$ cat src/rtl/router_pkg.sv
// router_pkg: shared router sizing, index/vector types and port naming
package router_pkg;
  localparam int NUM_PORTS = 5;
  localparam int NUM_VC = 2;
  localparam int PTR_W = NUM_PORTS > 1 ? $clog2(NUM_PORTS) : 1;
  typedef logic [NUM_PORTS-1:0] port_vec_t;
  typedef logic [PTR_W-1:0] port_idx_t;
  typedef logic [NUM_VC-1:0] vc_vec_t;
  typedef enum port_idx_t {LOCAL, NORTH, EAST, SOUTH, WEST} port_name_e;
endpackage

$ cat src/rtl/rr_arbiter.sv
// rr_arbiter: round-robin arbiter; the pointer moves past the winner only when told to
module rr_arbiter #(
  parameter int N = 5,
  localparam int PW = N > 1 ? $clog2(N) : 1
) (
  input  logic          clk,
  input  logic          rst_n,
  input  logic [N-1:0]  req,
  input  logic          update_en,
  input  logic [PW-1:0] upd_idx,
  output logic [N-1:0]  gnt
);
  logic [PW-1:0] ptr;
  logic [N-1:0]  hi;
  // requests at or above the pointer win first; otherwise wrap to the lowest request
  always_comb begin
    hi = req & ~((N'(1) << ptr) - N'(1));
    gnt = |hi ? hi & (~hi + N'(1)) : req & (~req + N'(1));
  end
  always_ff @(posedge clk or negedge rst_n)
    if (!rst_n) ptr <= '0;
    else if (update_en) ptr <= (upd_idx == PW'(N-1)) ? '0 : upd_idx + 1'b1;
endmodule

$ cat src/rtl/switch_allocator.sv
// switch_allocator: separable input-first round-robin switch allocator with registered grants
module switch_allocator
  import router_pkg::*;
(
  input  logic      clk,
  input  logic      rst_n,
  input  port_vec_t port_req [NUM_PORTS],
  input  port_vec_t credit_avail,
  output port_vec_t in_grant [NUM_PORTS],
  output port_vec_t xbar_sel [NUM_PORTS],
  output port_vec_t xbar_valid
);
  port_vec_t in_pick [NUM_PORTS];
  port_vec_t out_req [NUM_PORTS];
  port_vec_t out_win [NUM_PORTS];
  port_vec_t grant [NUM_PORTS];
  port_vec_t grant_t [NUM_PORTS];
  port_vec_t valid;
  port_idx_t in_idx [NUM_PORTS];
  port_idx_t out_idx [NUM_PORTS];
  for (genvar i = 0; i < NUM_PORTS; i++) begin : g_arb
    rr_arbiter #(.N(NUM_PORTS)) u_in (
      .clk(clk), .rst_n(rst_n), .req(port_req[i] & credit_avail),
      .update_en(|grant[i]), .upd_idx(in_idx[i]), .gnt(in_pick[i])
    );
    rr_arbiter #(.N(NUM_PORTS)) u_out (
      .clk(clk), .rst_n(rst_n), .req(out_req[i]),
      .update_en(|grant_t[i]), .upd_idx(out_idx[i]), .gnt(out_win[i])
    );
  end
  always_comb begin
    out_req = '{default: '0};
    for (int i = 0; i < NUM_PORTS; i++)
      for (int j = 0; j < NUM_PORTS; j++) out_req[j][i] = in_pick[i][j];
  end
  // a final grant needs both the input's pick and the output's acceptance
  always_comb begin
    grant = '{default: '0};
    grant_t = '{default: '0};
    for (int i = 0; i < NUM_PORTS; i++)
      for (int j = 0; j < NUM_PORTS; j++) begin
        grant[i][j] = in_pick[i][j] & out_win[j][i];
        grant_t[j][i] = grant[i][j];
      end
  end
  always_comb begin
    in_idx = '{default: '0};
    out_idx = '{default: '0};
    valid = '0;
    for (int i = 0; i < NUM_PORTS; i++) begin
      valid[i] = |grant_t[i];
      for (int j = 0; j < NUM_PORTS; j++) begin
        if (grant[i][j]) in_idx[i] = port_idx_t'(j);
        if (grant_t[i][j]) out_idx[i] = port_idx_t'(j);
      end
    end
  end
  always_ff @(posedge clk or negedge rst_n)
    if (!rst_n) begin
      in_grant <= '{default: '0};
      xbar_sel <= '{default: '0};
      xbar_valid <= '0;
    end else begin
      in_grant <= grant;
      xbar_sel <= grant_t;
      xbar_valid <= valid;
    end
endmodule

$ cat config.mk
export PLATFORM = sky130hd
export DESIGN_NAME = switch_allocator
export DESIGN_NICKNAME = d
export VERILOG_FILES = /design/src/rtl/router_pkg.sv /design/src/rtl/rr_arbiter.sv /design/src/rtl/switch_allocator.sv
export SDC_FILE = /design/constraint.sdc
export NUM_CORES = 1
export LEC_CHECK = 0
export CAP_MARGIN = 20
export CORE_MARGIN = 5
export CORE_UTILIZATION = 45
export CTS_CLUSTER_DIAMETER = 80
export DETAILED_ROUTE_END_ITERATION = 8
export PLACE_DENSITY = 0.75
export SLEW_MARGIN = 30
export SYNTH_ARGS = -nofsm -noshare
export SYNTH_HDL_FRONTEND = slang
export SYNTH_SLANG_ARGS = --single-unit
$ cat constraint.sdc
create_clock -name clk -period 2.8 [get_ports clk]
set_input_delay 0.56 -clock clk [delete_from_list [all_inputs] [get_ports clk]]
set_output_delay 0.56 -clock clk [all_outputs]
set_load 0.02 [all_outputs]
### After elaboration in Yosys (flattened, before gate mapping)

Cells that the tools add are included.

| storage, ports and cells | value |
|---|---|
| input port bits | 32 |
| ROM bits | 0 |
| output and inout bits | 55 |
| memories kept | 0 |
| bits in writable memories | 0 |
| bits in registers | 85 |
| bits in latches | 0 |

| operators by class | value |
|---|---|
| add/sub/neg operators | 40 |
| order comparisons | 0 |
| eq/ne operators | 10 |
| $mul | 0 |
| muxes and demuxes | 59 |
| bitwise operators | 90 |
| divide/modulo/power cells | 0 |
| reduce and logical (&&, ||, !) cells | 20 |
| shift-type cells | 10 |

Operators with widths:

| kind | number |
|---|---|
| $and 5x5->5 | 35 |
| $not 5->5 | 30 |
| $mux 3 | 39 |
| $add 5x1->5 const B | 20 |
| $reduce_or 5->1 | 20 |
| $mux 5 | 10 |
| $shl 1x3->5 const A | 10 |
| $sub 5x1->5 const B | 10 |
| $add 3x1->3 const B | 10 |
| $eq 3x3->1 const B | 10 |
| $and 1x1->1 | 25 |
| $mux 1 | 9 |
| $mux 2 | 1 |

### Depth between registers and ports, before layout

| depth | value |
|---|---|
| word-level depth | 20 |
| mapped depth | 11 |

### Modules after synthesis

From an unflattened synthesis, not the netlist that was laid out.

| second synthesis, totals | value |
|---|---|
| cells, all modules | 580 |
| area, all modules | 4697.0 µm² |

By module, submodules not included:

| module | times used | area each (µm²) | cells each |
|---|---|---|---|
| rr_arbiter | 10 | 314.1 | 40 |
| switch_allocator | 1 | 1556.5 | 180 |

### Least setup slack after synthesis

Ideal clock, no wire load.

| timing path | value |
|---|---|
| path kind | input to register |
| start | input credit_avail[1] |
| end | register g_arb[3].u_out.ptr[1] |
| setup slack | 0.099 ns |
| path buffers | 2 |
| stages | 8 |
| library setup time | 0.126 ns |
| required time | 2.674 ns |
| arrival | 2.575 ns |
| cell sequence | buf_6 buf_8 a222oi_1 o21ai_1 a2111o_1 or2_1 o31a_2 a311o_1 |

| between the ends | value |
|---|---|
| word-level cells in the longest chain between the ends | 18 |
| elaborated cells between the ends (all ways) | 72 |
| those cells by class | add/sub (13); eq/ne (1); mux (11); bitwise (40); reduce/logical (7) |

RTL lines:

| element | line | source |
|---|---|---|
| start, declared | switch_allocator.sv:8 | `input port_vec_t credit_avail,` |
| $and 5x5->5 | switch_allocator.sv:23 | `.clk(clk), .rst_n(rst_n), .req(port_req[i] & credit_avail),` |
| $and 5x5->5 | rr_arbiter.sv:17 | `hi = req & ~((N'(1) << ptr) - N'(1));` |
| $not 5->5 | rr_arbiter.sv:18 | `gnt = \|hi ? hi & (~hi + N'(1)) : req & (~req + N'(1));` |
| $add 5x1->5 | rr_arbiter.sv:18 |  |
| $and 5x5->5 | rr_arbiter.sv:18 |  |
| $mux 5 | rr_arbiter.sv:18 |  |
| $and 5x5->5 | rr_arbiter.sv:17 |  |
| $not 5->5 | rr_arbiter.sv:18 |  |
| $add 5x1->5 | rr_arbiter.sv:18 |  |
| $and 5x5->5 | rr_arbiter.sv:18 |  |
| $mux 5 | rr_arbiter.sv:18 |  |
| $and 1x1->1 | switch_allocator.sv:42 | `grant[i][j] = in_pick[i][j] & out_win[j][i];` |
| $mux 1 | switch_allocator.sv:54 | `if (grant_t[i][j]) out_idx[i] = port_idx_t'(j);` |
| $mux 3 (3 in series) | switch_allocator.sv:54 |  |
| $add 3x1->3 or $eq 3x3->1 (tied branches) | rr_arbiter.sv:22 | `else if (update_en) ptr <= (upd_idx == PW'(N-1)) ? '0 : upd_idx + 1'b1;` |
| $mux 3 | rr_arbiter.sv:22 |  |
| end signal, assigned | rr_arbiter.sv:22 |  |
| end, declared | rr_arbiter.sv:13 | `logic [PW-1:0] ptr;` |

Parallel ways exist; a longest one is shown, timed or not.
A chain may end at the register's enable or synchronous reset.

### Worst setup path after layout

| timing path | value |
|---|---|
| start | input credit_avail[1] |
| end | register g_arb[4].u_in.ptr[0] |

| between the ends | value |
|---|---|
| word-level cells in the longest chain between the ends | 18 |
| elaborated cells between the ends (all ways) | 108 |
| those cells by class | add/sub (21); eq/ne (1); mux (15); bitwise (60); reduce/logical (11) |

RTL lines:

| element | line | source |
|---|---|---|
| $and 5x5->5 | switch_allocator.sv:23 |  |
| $and 5x5->5 | rr_arbiter.sv:17 |  |
| $not 5->5 | rr_arbiter.sv:18 |  |
| $add 5x1->5 | rr_arbiter.sv:18 |  |
| $and 5x5->5 | rr_arbiter.sv:18 |  |
| $mux 5 | rr_arbiter.sv:18 |  |
| $and 5x5->5 | rr_arbiter.sv:17 |  |
| $not 5->5 | rr_arbiter.sv:18 |  |
| $add 5x1->5 | rr_arbiter.sv:18 |  |
| $and 5x5->5 | rr_arbiter.sv:18 |  |
| $mux 5 | rr_arbiter.sv:18 |  |
| $and 1x1->1 | switch_allocator.sv:42 |  |
| $mux 1 | switch_allocator.sv:53 | `if (grant[i][j]) in_idx[i] = port_idx_t'(j);` |
| $mux 3 (3 in series) | switch_allocator.sv:53 |  |
| $add 3x1->3 or $eq 3x3->1 (tied branches) | rr_arbiter.sv:22 |  |
| $mux 3 | rr_arbiter.sv:22 |  |
| end signal, assigned | rr_arbiter.sv:22 |  |
| end, declared | rr_arbiter.sv:13 |  |

Parallel ways exist; a longest one is shown, timed or not.

==> results.md <==
- Status: complete, no violations
- Top cells by instance count after synthesis: dfrtp_1 (60), nand2_1 (48), a21oi_1 (30), nor2_1 (29), buf_4 (26)
- Worst-margin pin slew: between 0.6 and 0.7 ns
- PwrDens: ~1000 nW/µm²
- Drt pass-1 iters: 5
- Post-CTS Hold Fix Bufs: 0
- Pre-CTS WS: -0.540 ns
- Min-delay worst type: input pin to async pin
- Clock latency on the worst-skew pair: roughly 0.35 ns
- Largest net degree at the start of global routing: 34
- Placed cell area: about 6000 µm²
- Area Overhead vs Synth: 54.2%
- Die area: around 12000 µm²
- Reg area: around 1500 µm²
- CTS tree: yes
- Sink Count: 60
- Placed wire-length estimate: 11200 µm
- Post-route insts no fill: a little over 800
- Gpl congestion: about 1
- FF+latch count, synth: 60
- Syn Nets: between 500 and 600
- WL final: 15400 µm
- Max-slew violation count: 0
- Vias in the first global route: about 4800
- WS Path Type: input pin to flop
- Total Power: ~6.8 mW
- Critical path data required time: approximately 3.1 ns
- H-tree levels: 3
- Die height: ~110 µm
- YS warnings: 0
- I/O Buffers: 86
- Critical Path Sink Type: flop
- Post-synth ARST share: 1.00
- Largest area contributor in the netlist: dfrtp_1
- Fillers: 736
- Share of cells above drive strength 1: 0.354
- Part of the cycle the worst path needs: 0.985
- Nets: approximately 720
- Starting density of the core: 0.456
- Synth top area share: 0.341
- Most area-consuming cells after synthesis: dfrtp_1 (34%), buf_4 (4.4%), nand2_1 (4.1%)
- ANT nets after route: 0
- Post-synth EDFFs: 0
- Synthesized area: 4400 µm²
- Antenna cells: 0
- Synthesized area per cell: 8.94 µm²
- Inst Count DP: roughly 780
- Final TNS setup: 0 ns
- Vias: a little under 5000
- Clk root buf: clkbuf_8
- Final clock skew: between 0.01 and 0.015 ns
- Core ar.: around 9600 µm²
- Antenna violations before repair: 0
- First-pass GRT wire length: 23100 µm
- Max VDD drop: just over 0.7 mV
- Maximum clock frequency: 362 MHz
- Seq/Total Area, Yosys: 0.341
- Via/cell ratio: between 5 and 6
- Crit path DAT: ~3 ns
- # setup viols final: 0
- Leak Pwr: approximately 3.1 nW
- Netlist cell types: approximately 90
- Reg clk slew, reported paths: 0.07 ns
- Max-Cap Viols: 0
- Cell Rows: 36
- GR Util All Layers: 0.254
- CP Launch Type: input pin
- WL/cell: ~19 µm
- Final Critical Period: between 2 and 3 ns
- Multi-input gate area: 2800 µm²
- Slew HR: 0.539
- Most used flip-flop cell after synthesis: dfrtp_1
- Min setup slack post-route: around 0.04 ns
- CTS Buf Count: 9
- I/O pin count: a little under 90
- Cell with the most instances after synthesis: dfrtp_1
- Die X-Extent: roughly 110 µm
- DRC Markers: 0
- Post-route cell area: between 6000 and 7000 µm²
- Fin. Hold Viols: 0
- Cells after synthesis: ~500
- Crit Path Max Fanout: 5
- Clk buf depth: 2
- Overflow after GRT: 0
- DRT iter0 DRCs: approximately 390
state kept, by name (all words and copies together) (netlist names):
register / count
xbar_sel: 20
g_arb.u_in.ptr: 15
g_arb.u_out.ptr: 15
in_grant: 5
xbar_valid: 5
through the flow:
| stage | utilization | hold slack, ns |
|---|---|---|
| 2_1_floorplan | - | 0.264 |
| 5_1_grt | 0.703 | 0.283 |
| 3_3_place_gp | 0.622 | 0.584 |
| 6_report | 0.703 | 0.242 |
| 4_1_cts | 0.669 | 0.249 |
| 3_5_place_dp | 0.622 | 0.587 |
timing repair:
action,CTS,global route
buffers inserted,9,14
gates resized for setup,45,53
gates cloned,1,3
endpoints found under the setup margin,38,40
pin swaps,21,32
layer usage:
metal / track usage / vias to the layer above / part of all wire
met3: 0.0699 / 46 / 0.083
met5: 0 / - / 0
met4: 0.163 / 0 / 0.043
li1: - / 2240 / -
met2: 0.416 / 259 / 0.48
met1: 0.292 / 2390 / 0.40
cells by family after synthesis:
kind of cell / synth area share
AND/OR/NAND/NOR: 0.218
buffers and inverters: 0.0962
AO/OA/AOI/OAI: 0.344
flip-flops: 0.341
path summary, 6_finish.rpt:
path | cells past startpoint | to | slack, ns | start
max | 10 | g_arb[4].u_in.ptr[0]$_DFFE_PN0P_ | 0.04 | credit_avail[1]
min | 1 | xbar_sel[10]$_DFF_PN0_ | 0.24 | rst_n
max reg2reg | 9 | xbar_valid[0]$_DFF_PN0_ | 0.11 | g_arb[2].u_in.ptr[0]$_DFFE_PN0P_
min reg2reg | 2 | g_arb[0].u_out.ptr[1]$_DFFE_PN0P_ | 0.60 | g_arb[0].u_out.ptr[1]$_DFFE_PN0P_
max in group asynchronous | 2 | xbar_sel[1]$_DFF_PN0_ | 1.92 | rst_n
min in group clk | 2 | g_arb[0].u_out.ptr[1]$_DFFE_PN0P_ | 0.60 | g_arb[0].u_out.ptr[1]$_DFFE_PN0P_
cells in the final DEF (no fill, tap or decap), drive strengths merged, types with 4 or more instances in the layout:
| master | synthesis | layout |
|---|---|---|
| o2111ai | 4 | 4 |
| a41o | 6 | 6 |
| dlygate4sd2 | 0 | 4 |
| a31oi | 5 | 5 |
| a2111oi | 5 | 5 |
| buf | 41 | 139 |
| nand4 | 6 | 6 |
| nand3b | 7 | 7 |
| a222oi | 5 | 5 |
| nand2 | 49 | 49 |
| a41oi | 6 | 6 |
| dfrtp | 60 | 60 |
| nor2 | 30 | 30 |
| o41ai | 6 | 6 |
| a211oi | 15 | 15 |
| a31o | 4 | 4 |
| nand3 | 14 | 14 |
| nor3 | 11 | 11 |
| and3b | 5 | 5 |
| a2bb2oi | 4 | 4 |
| inv | 29 | 29 |
| and2 | 18 | 18 |
| clkbuf | 3 | 17 |
| o31a | 4 | 4 |
| clkdlybuf4s50 | 0 | 67 |
| o21ai | 24 | 24 |
| or2 | 6 | 6 |
| nand2b | 4 | 4 |
| and3 | 7 | 7 |
| dlymetal6s2s | 0 | 11 |
| a21o | 7 | 7 |
| o22ai | 4 | 4 |
| o21a | 8 | 8 |
| a21oi | 34 | 34 |
| a22o | 4 | 4 |
critical path: stages:
cell and delay (ns):
clkbuf_2 0.14, buf_12 0.15, a222oi_1 0.38, a21bo_2 0.29
a2111oi_4 0.42, o21ba_4 0.22, nor3_4 0.24, a21oi_2 0.08
and3b_4 0.23, o41ai_2 0.29
area by class of cell:
class	count	share of cell area
Clock buffer	12	0.0229
Inverter	29	0.0161
Multi-Input combinational cell	359	0.413
Tap cell	133	0.0246
Timing Repair Buffer	226	0.295
Sequential cell	60	0.222
Clock inverter	4	0.00701
where the power goes:
part	internal [mW]	switching (mW)	total, mW
Combinational	2.07	2.13	4.20
Sequential	1.23	0.503	1.74
Clock	0.457	0.354	0.811
Total	3.76	2.99	6.75
No activity file was read; power rests on OpenSTA's default activity.
